===== src/rtl/parity_pkg.sv =====
`default_nettype none
// ============================================================================
// Module      : parity_pkg
// Description : Shared FSM state encoding and serial frame-bit levels for the
//               parity framed serial transmitter.
// Revision    : 1.0 - initial release
// ============================================================================
package parity_pkg;

    // Frame sequencer states, one per frame field plus idle
    typedef enum logic [2:0] {
        ST_IDLE   = 3'd0,
        ST_START  = 3'd1,
        ST_DATA   = 3'd2,
        ST_PARITY = 3'd3,
        ST_STOP   = 3'd4
    } state_t;

    // Line levels of the fixed frame bits
    localparam logic START_BIT  = 1'b0;
    localparam logic STOP_BIT   = 1'b1;
    localparam logic IDLE_LEVEL = 1'b1;

endpackage : parity_pkg
`default_nettype wire


===== src/rtl/parity_generator.sv =====
`default_nettype none
// ============================================================================
// Module      : parity_generator
// Description : Even parity over a data word: output is the XOR of all bits,
//               so data plus parity always carries an even number of ones.
// Revision    : 1.0 - initial release
// ============================================================================
module parity_generator #(
    parameter int Width = 16
) (
    input  logic [Width-1:0] i_data,
    output logic             o_parity
);

    // Reduction XOR of the whole word
    assign o_parity = ^i_data;

endmodule : parity_generator
`default_nettype wire


===== src/rtl/parity_frame_tx.sv =====
`default_nettype none
// ============================================================================
// Module      : parity_frame_tx
// Description : Serial transmitter. Accepts a word over a valid/ready
//               handshake and sends start(0), data LSB first, even parity
//               and stop(1), each bit held for ClksPerBit clock cycles.
// Revision    : 1.0 - initial release
// ============================================================================
module parity_frame_tx
    import parity_pkg::*;
#(
    parameter int Width      = 16,
    parameter int ClksPerBit = 4
) (
    input  logic             clk,
    input  logic             rst,
    input  logic [Width-1:0] in_data,
    input  logic             in_valid,
    output logic             in_ready,
    output logic             tx,
    output logic             busy,
    output logic             done
);

    localparam int CW = (ClksPerBit > 1) ? $clog2(ClksPerBit) : 1;
    localparam int BW = $clog2(Width);

    localparam logic [CW-1:0] c_cnt_last    = CW'(ClksPerBit - 1);
    // Counter value one cycle before the end of a bit; only consulted when
    // ClksPerBit > 1, so the clamp for ClksPerBit == 1 is never observed.
    localparam logic [CW-1:0] c_cnt_penult  = CW'((ClksPerBit > 1) ? (ClksPerBit - 2) : 0);
    localparam logic [BW-1:0] c_bit_last    = BW'(Width - 1);
    localparam logic          c_single_clk  = (ClksPerBit == 1);

    state_t           r_state;
    logic [CW-1:0]    r_cnt;
    logic [BW-1:0]    r_bit;
    logic [Width-1:0] r_data;
    logic             r_tx;
    logic             r_busy;
    logic             r_done;
    logic             r_ready;

    logic             w_parity;
    logic             w_cnt_last;
    logic [BW-1:0]    w_bit_next;

    assign w_cnt_last = (r_cnt == c_cnt_last);
    assign w_bit_next = r_bit + BW'(1);

    // Parity of the captured word, stable for the whole frame
    parity_generator #(
        .Width (Width)
    ) u_parity_generator (
        .i_data   (r_data),
        .o_parity (w_parity)
    );

    // Frame sequencer: every output is registered and set one edge ahead of
    // the cycle it describes, so tx follows the state with no extra latency.
    always_ff @(posedge clk) begin
        if (rst) begin
            r_state <= ST_IDLE;
            r_cnt   <= '0;
            r_bit   <= '0;
            r_data  <= '0;
            r_tx    <= IDLE_LEVEL;
            r_busy  <= 1'b0;
            r_done  <= 1'b0;
            r_ready <= 1'b0;
        end else begin
            case (r_state)
                ST_IDLE: begin
                    r_done <= 1'b0;
                    if (in_valid && r_ready) begin
                        r_data  <= in_data;
                        r_state <= ST_START;
                        r_tx    <= START_BIT;
                        r_busy  <= 1'b1;
                        r_ready <= 1'b0;
                        r_cnt   <= '0;
                    end else begin
                        r_tx    <= IDLE_LEVEL;
                        r_ready <= 1'b1;
                    end
                end
                ST_START: begin
                    if (w_cnt_last) begin
                        r_cnt   <= '0;
                        r_bit   <= '0;
                        r_state <= ST_DATA;
                        r_tx    <= r_data[0];
                    end else begin
                        r_cnt <= r_cnt + CW'(1);
                    end
                end
                ST_DATA: begin
                    if (w_cnt_last) begin
                        r_cnt <= '0;
                        if (r_bit == c_bit_last) begin
                            r_bit   <= '0;
                            r_state <= ST_PARITY;
                            r_tx    <= w_parity;
                        end else begin
                            r_bit <= w_bit_next;
                            r_tx  <= r_data[w_bit_next];
                        end
                    end else begin
                        r_cnt <= r_cnt + CW'(1);
                    end
                end
                ST_PARITY: begin
                    if (w_cnt_last) begin
                        r_cnt   <= '0;
                        r_state <= ST_STOP;
                        r_tx    <= STOP_BIT;
                        // With one cycle per bit the first stop cycle is also the last
                        r_done  <= c_single_clk;
                    end else begin
                        r_cnt <= r_cnt + CW'(1);
                    end
                end
                ST_STOP: begin
                    if (w_cnt_last) begin
                        r_cnt   <= '0;
                        r_state <= ST_IDLE;
                        r_tx    <= IDLE_LEVEL;
                        r_busy  <= 1'b0;
                        r_done  <= 1'b0;
                        r_ready <= 1'b1;
                    end else begin
                        r_cnt  <= r_cnt + CW'(1);
                        r_done <= (r_cnt == c_cnt_penult);
                    end
                end
                default: begin
                    r_state <= ST_IDLE;
                    r_tx    <= IDLE_LEVEL;
                    r_busy  <= 1'b0;
                    r_done  <= 1'b0;
                    r_ready <= 1'b0;
                end
            endcase
        end
    end

    assign tx       = r_tx;
    assign busy     = r_busy;
    assign done     = r_done;
    assign in_ready = r_ready;

endmodule : parity_frame_tx
`default_nettype wire


===== config.mk =====
export PLATFORM = sky130hd
export DESIGN_NAME = parity_frame_tx
export DESIGN_NICKNAME = d
export VERILOG_FILES = /design/src/rtl/parity_pkg.sv /design/src/rtl/parity_generator.sv /design/src/rtl/parity_frame_tx.sv
export SDC_FILE = /design/constraint.sdc
export NUM_CORES = 1
export LEC_CHECK = 0
export ABC_AREA = 0
export CAP_MARGIN = 20
export CORE_MARGIN = 2
export CORE_UTILIZATION = 53
export DETAILED_ROUTE_END_ITERATION = 10
export PLACE_DENSITY_LB_ADDON = 0.2
export SYNTH_ARGS = -nofsm -noshare
export SYNTH_HDL_FRONTEND = slang
export SYNTH_SLANG_ARGS = --single-unit

===== constraint.sdc =====
create_clock -name clk -period 2.9 [get_ports clk]
set_clock_uncertainty 0.15 [all_clocks]
set_input_delay 0.58 -clock clk [delete_from_list [all_inputs] [get_ports clk]]
set_output_delay 0.58 -clock clk [all_outputs]
set_load 0.01 [all_outputs]

==> results of run 1 <==
==> through the flow <==
stage	setup WS [ps]	utilization, %	std cells	cell area (sq um)
after floorplan	512	-	197	1610
after global placement	387	65.1	239	1830
after detailed placement	278	65.1	239	1830
after CTS	258	68.2	247	1910
after global routing	179	68.2	247	1910
final	264	68.2	247	1910
==> layout make-up <==
type,count,area [sq um]
fill,242,893
timing repair buffer,25,243
multi-input combinational,149,946
clock buffer,7,55.1
tap,31,38.8
sequential,29,581
clock inverter,1,30.0
inverter,5,18.8
==> final timing paths <==
path	start	end	slack [ps]	depth (start not counted)
worst max-delay path	r_bit[0]	tx	260	5
worst min-delay path	r_data[4]	r_data[4]	340	2
worst max register to register	r_bit[0]	tx	260	5
worst min register to register	r_data[4]	r_data[4]	340	2
==> metal layers <==
| layer | global-route usage [%] | part of all wire (%) | vias to the layer above | wire (microns) |
|---|---|---|---|---|
| li1 | - | - | 720 | - |
| met4 | 10.4 | 1.6 | 0 | 59 |
| met3 | 5.90 | 5.1 | 6 | 183 |
| met1 | 30.0 | 46 | 653 | 1630 |
| met2 | 37.1 | 48 | 44 | 1700 |
| met5 | 0 | 0 | - | 0 |
==> cells by family (layout without fill, tap and decap cells) <==
family,Yosys count,in the layout,share of synthesized area (%)
simple gates,75,75,20.5
compound gates,46,46,17.4
flops,29,29,36.2
fa+ha+maj,3,3,2.34
xor+xnor,19,19,10.4
buf+inv,19,38,4.91
mux,6,6,8.34
==> flip-flops by register name, summed over array words and instances, names as in the netlist <==
name      flops
done          1
in_ready      1
r_bit         4
tx            1
busy          1
r_data       16
r_cnt         2
r_state       3
==> cells in the final DEF, fill, tap and decap left out, types with 2 or more instances in the layout <==
cell / instances
xnor2_1: 15
clkbuf_4: 5
nand2_1: 40
nand3_1: 8
inv_1: 5
o31ai_1: 2
a211oi_1: 2
o21ai_0: 2
nor2_1: 11
a21oi_1: 27
nor4_1: 2
clkdlybuf4s50_1: 22
mux4_2: 2
a22oi_1: 3
buf_4: 3
a21o_1: 2
xor2_1: 4
ha_1: 3
mux4_1: 3
nor3_1: 6
dfxtp_1: 29
a31oi_1: 2
==> cell usage after synthesis, drive strengths merged <==
master,instances
inv,5
mux2i,1
nor3b,1
xnor2,15
or3,1
nor2,11
dfxtp,29
o32a,1
nand4,1
a22oi,3
o221ai,1
a21o,2
nor4,2
o21a,1
ha,3
nand2b,1
xor2,4
and3,1
nor2b,1
buf,2
nor3,7
a211oi,2
o311ai,1
o21ai,2
clkbuf,12
nand2,40
or2,1
nand3,8
a221oi,1
o31ai,2
a31oi,2
a21oi,27
mux4,5
o311a,1
==> where the power goes <==
group          internal [uW]  leakage, uW  total (uW)  switching (uW)
registers                418     0.000236         444            25.5
clock network            206    0.0000455         350             144
logic                   92.9     0.000400         167            73.8
==> critical path: stages (launching register included) <==
cell,delay (ps)
dfxtp_1,400
ha_1,440
mux4_1,590
mux4_2,470
or3_1,350
o311a_1,130
==> results.cfg, run 1 <==
[status]
status = completed

[drt]
vias = 1423
first_iter_violations = 63
wl_mm = 3.58
post_drt_wl_per_cell_microns = 14.5
drcViolationCount = 0
avgViaCountPerCell = 5.76
drtPass1Iterations = 4
antenna_left = 0

[logic_synthesis]
yosys_warnings = 0
syn-cell-area_sq_um = 1610
ys_top_cells_by_area = dfxtp_1, nand2_1, a21oi_1
synth_nets = 219
synth.distinct_cells = 37
synth_cells = 197
synth_top_area_cell = dfxtp_1
synth_seq_cells = 29
synth_area_per_cell_sq_um = 8.15
synth_top_area_share_pct = 36.2
yosysSeqAreaShare_pct = 36.2

[clock_network]
clk_pin_slew_worst_paths_ps = 90
postCtsSetupBuffers = 0
cts_buffer_depth = 2
insertion_delay_ps = 330
clockRootBuffer = clkbuf_4
cts_resized = 0
cts_tree = done
hold_buffers = 0
cts_sinks = 29
h-tree-depth = 2
cts_inserted_buffers = 5

[job]
drv_cap = 0

[global_routing]
grt_max_degree = 30
grt_pass1_wl_mm = 6.04
grt_pass1_vias = 1342
grt-ovfl-total = 0
grt.total_usage_pct = 23.3
antenna_found_initial = 0

[timing]
tightest_slew_ps = 581
post-route-period-util_pct = 90.9
clock.fmax_mhz = 379
finalSetupViolCount = 0
slew_viol_final = 0
relSlewSlack_pct = 61.2
hold_ws_ps = 339
fin_crit_ps = 2640
rsz0062_at_grt = false
tns_ps = 0
hold_viol_final = 0

[pwr]
leakage_uw = 0.000682
ir_worst_vdd_uv = 388
power_density_nw_per_um2 = 502
finalPower_uw = 960

[critical_path]
crit_type = flop to flop
end_kind = flop
arrival_ps = 2710
crit_fanout = 7
critical_path_required_ps = 2970
cp-start-kind = flop

[placed_design]
gp_congestion = 0.862
io_buffers = 22
hpwl_mm = 2.58

[floorplanning]
start_util_pct = 57.2
design.die.area_sq_um = 3490
num_rows = 19
num_io_pins = 23
core-area_sq_um = 2810
die_y_microns = 59.0
fp.dieW_microns = 59.0

[final_layout]
final_nets = 237
drive_gt1_share_pct = 6.48
diodes = 0
areaGrowthSynthToFinish_pct = 19.1

[worst_hold_path]
min_path_type = flop to flop
No activity file was read; power rests on OpenSTA's default activity.
==> inputs of run 2 (changes only) <==
--- a/config.mk
+++ b/config.mk
@@ -7,7 +7,6 @@
 export LEC_CHECK = 0
 export ABC_AREA = 0
 export CAP_MARGIN = 20
-export CORE_MARGIN = 2
 export CORE_UTILIZATION = 53
 export DETAILED_ROUTE_END_ITERATION = 10
 export PLACE_DENSITY_LB_ADDON = 0.2
==> results.cfg, run 2 (same netlist as run 1, synthesis figures left out) <==
[critical_path]
critical_path_required_ps = 2990
slowest_delay_ps = 580
crit_chain = ha_1, mux4_1, mux4_2, or3_1, o311a_1
arrival_ps = 2720
slowest_stage = mux4_1
cp-start-kind = flop
end_kind = flop
crit_type = flop to flop
cp.buffers_inverters = 0
crit_family = multiplexers
crit_fanout = 7

[timing]
finalSetupViolCount = 0
tns_ps = 0
tightest_slew_ps = 613
fin_crit_ps = 2640
relSlewSlack_pct = 59.0
clock.fmax_mhz = 379
slew_viol_final = 0
hold_viol_final = 0
post-route-period-util_pct = 90.9
rsz0062_at_grt = false

[drt]
drcViolationCount = 0
avgViaCountPerCell = 5.95
drtPass1Iterations = 4
first_iter_violations = 96
vias = 1469
antenna_left = 0
wl_mm = 3.52
post_drt_wl_per_cell_microns = 14.2

[job]
drv_cap = 0

[final_layout]
diodes = 0
instances_no_fill = 247
largestRegisters = r_data: 16 flops, r_bit: 4 flops, r_state: 3 flops
final_nets = 237
fillCellCount = 250
areaGrowthSynthToFinish_pct = 17.0
top_register = r_data
layout_commonest_cell = nand2_1
most-common-layout-cells = nand2_1, dfxtp_1, a21oi_1
drive_gt1_share_pct = 6.48
largest_reg_flops = 16

[clock_network]
clk_pin_slew_worst_paths_ps = 100
cts_tree = done
hold_buffers = 0
cts_sinks = 29
cts_buffer_depth = 2
postCtsSetupBuffers = 0
clockRootBuffer = clkbuf_4
h-tree-depth = 2
cts_resized = 0
insertion_delay_ps = 340
cts_inserted_buffers = 5

[global_routing]
grt.total_usage_pct = 25.2
grt_pass1_vias = 1353
grt-ovfl-total = 0
antenna_found_initial = 0
grt_pass1_wl_mm = 6.10
grt_max_degree = 30

[worst_hold_path]
min_path_type = flop to flop

[floorplanning]
die_y_microns = 57.0
num_io_pins = 23
fp.dieW_microns = 57.0
core-area_sq_um = 2810
design.die.area_sq_um = 3250
num_rows = 19
start_util_pct = 57.2

[status]
status = completed

[pwr]
clockPowerShare_pct = 27.8
p_switching_uw = 240
ir_worst_vdd_uv = 277
combPwrFrac_pct = 19.6
sequentialPowerShare_pct = 52.6
power_density_nw_per_um2 = 449
sw_frac_of_total_pct = 28.5
p_int_uw = 603
leakage_uw = 0.000669

[placed_design]
dp.cells = 239
hpwl_mm = 2.51
io_buffers = 22
gp_congestion = 0.871
run 2: cell count changes in the layout (fill, tap and decap cells not counted), sizes merged:
cell,change
clkbuf,-1
bufinv,-1
clkinv,+2
run 2: path summary, 6_finish.rpt:
kind / from / cells past startpoint / slack [ps] / endpoint
setup / recovery: r_bit[0] / 5 / 260 / tx
hold / removal: r_data[9] / 2 / 350 / r_data[9]
setup reg to reg: r_bit[0] / 5 / 260 / tx
hold reg to reg: r_data[9] / 2 / 350 / r_data[9]
run 2: metrics by stage:
stage / hold slack, ps / cell area (sq um) / total power, uW / util (%) / setup WS [ps]
after floorplan: 307 / 1610 / 558 / - / 512
after global routing: 378 / 1880 / 896 / 66.9 / 170
final: 347 / 1880 / 843 / 66.9 / 265
after global placement: 325 / 1830 / 612 / 65.1 / 388
after CTS: 348 / 1880 / 852 / 66.9 / 265
after detailed placement: 331 / 1830 / 619 / 65.1 / 282
run 2: power groups by stage:
stage / Sequential, uW / Clock, uW / Combinational, uW
4_1_cts: 443 / 242 / 167
5_1_grt: 447 / 264 / 185
3_3_place_gp: 451 / 0 / 161
6_report: 443 / 234 / 165
3_5_place_dp: 453 / 0 / 166
2_1_floorplan: 445 / 0 / 114
run 2: metal layers:
metal,up-vias,global-route usage [%],routed length (microns)
li1,726,-,-
met1,682,32.4,1600
met2,51,37.0,1630
met3,10,8.16,187
met4,0,15.0,97
met5,-,0,0
run 2: area by class of cell:
class,count,area (sq um),area share (%)
inverter,5,18.8,0.999
timing repair buffer,25,243,12.9
clock inverter,2,10.0,0.533
tap,31,38.8,2.07
multi-input combinational,149,946,50.4
clock buffer,6,41.3,2.20
sequential,29,581,30.9
run 2: worst register-to-register path, cell delays in order (launching register included):
cell and delay (ps):
dfxtp_1 410, ha_1 450, mux4_1 580, mux4_2 470, or3_1 350, o311a_1 130
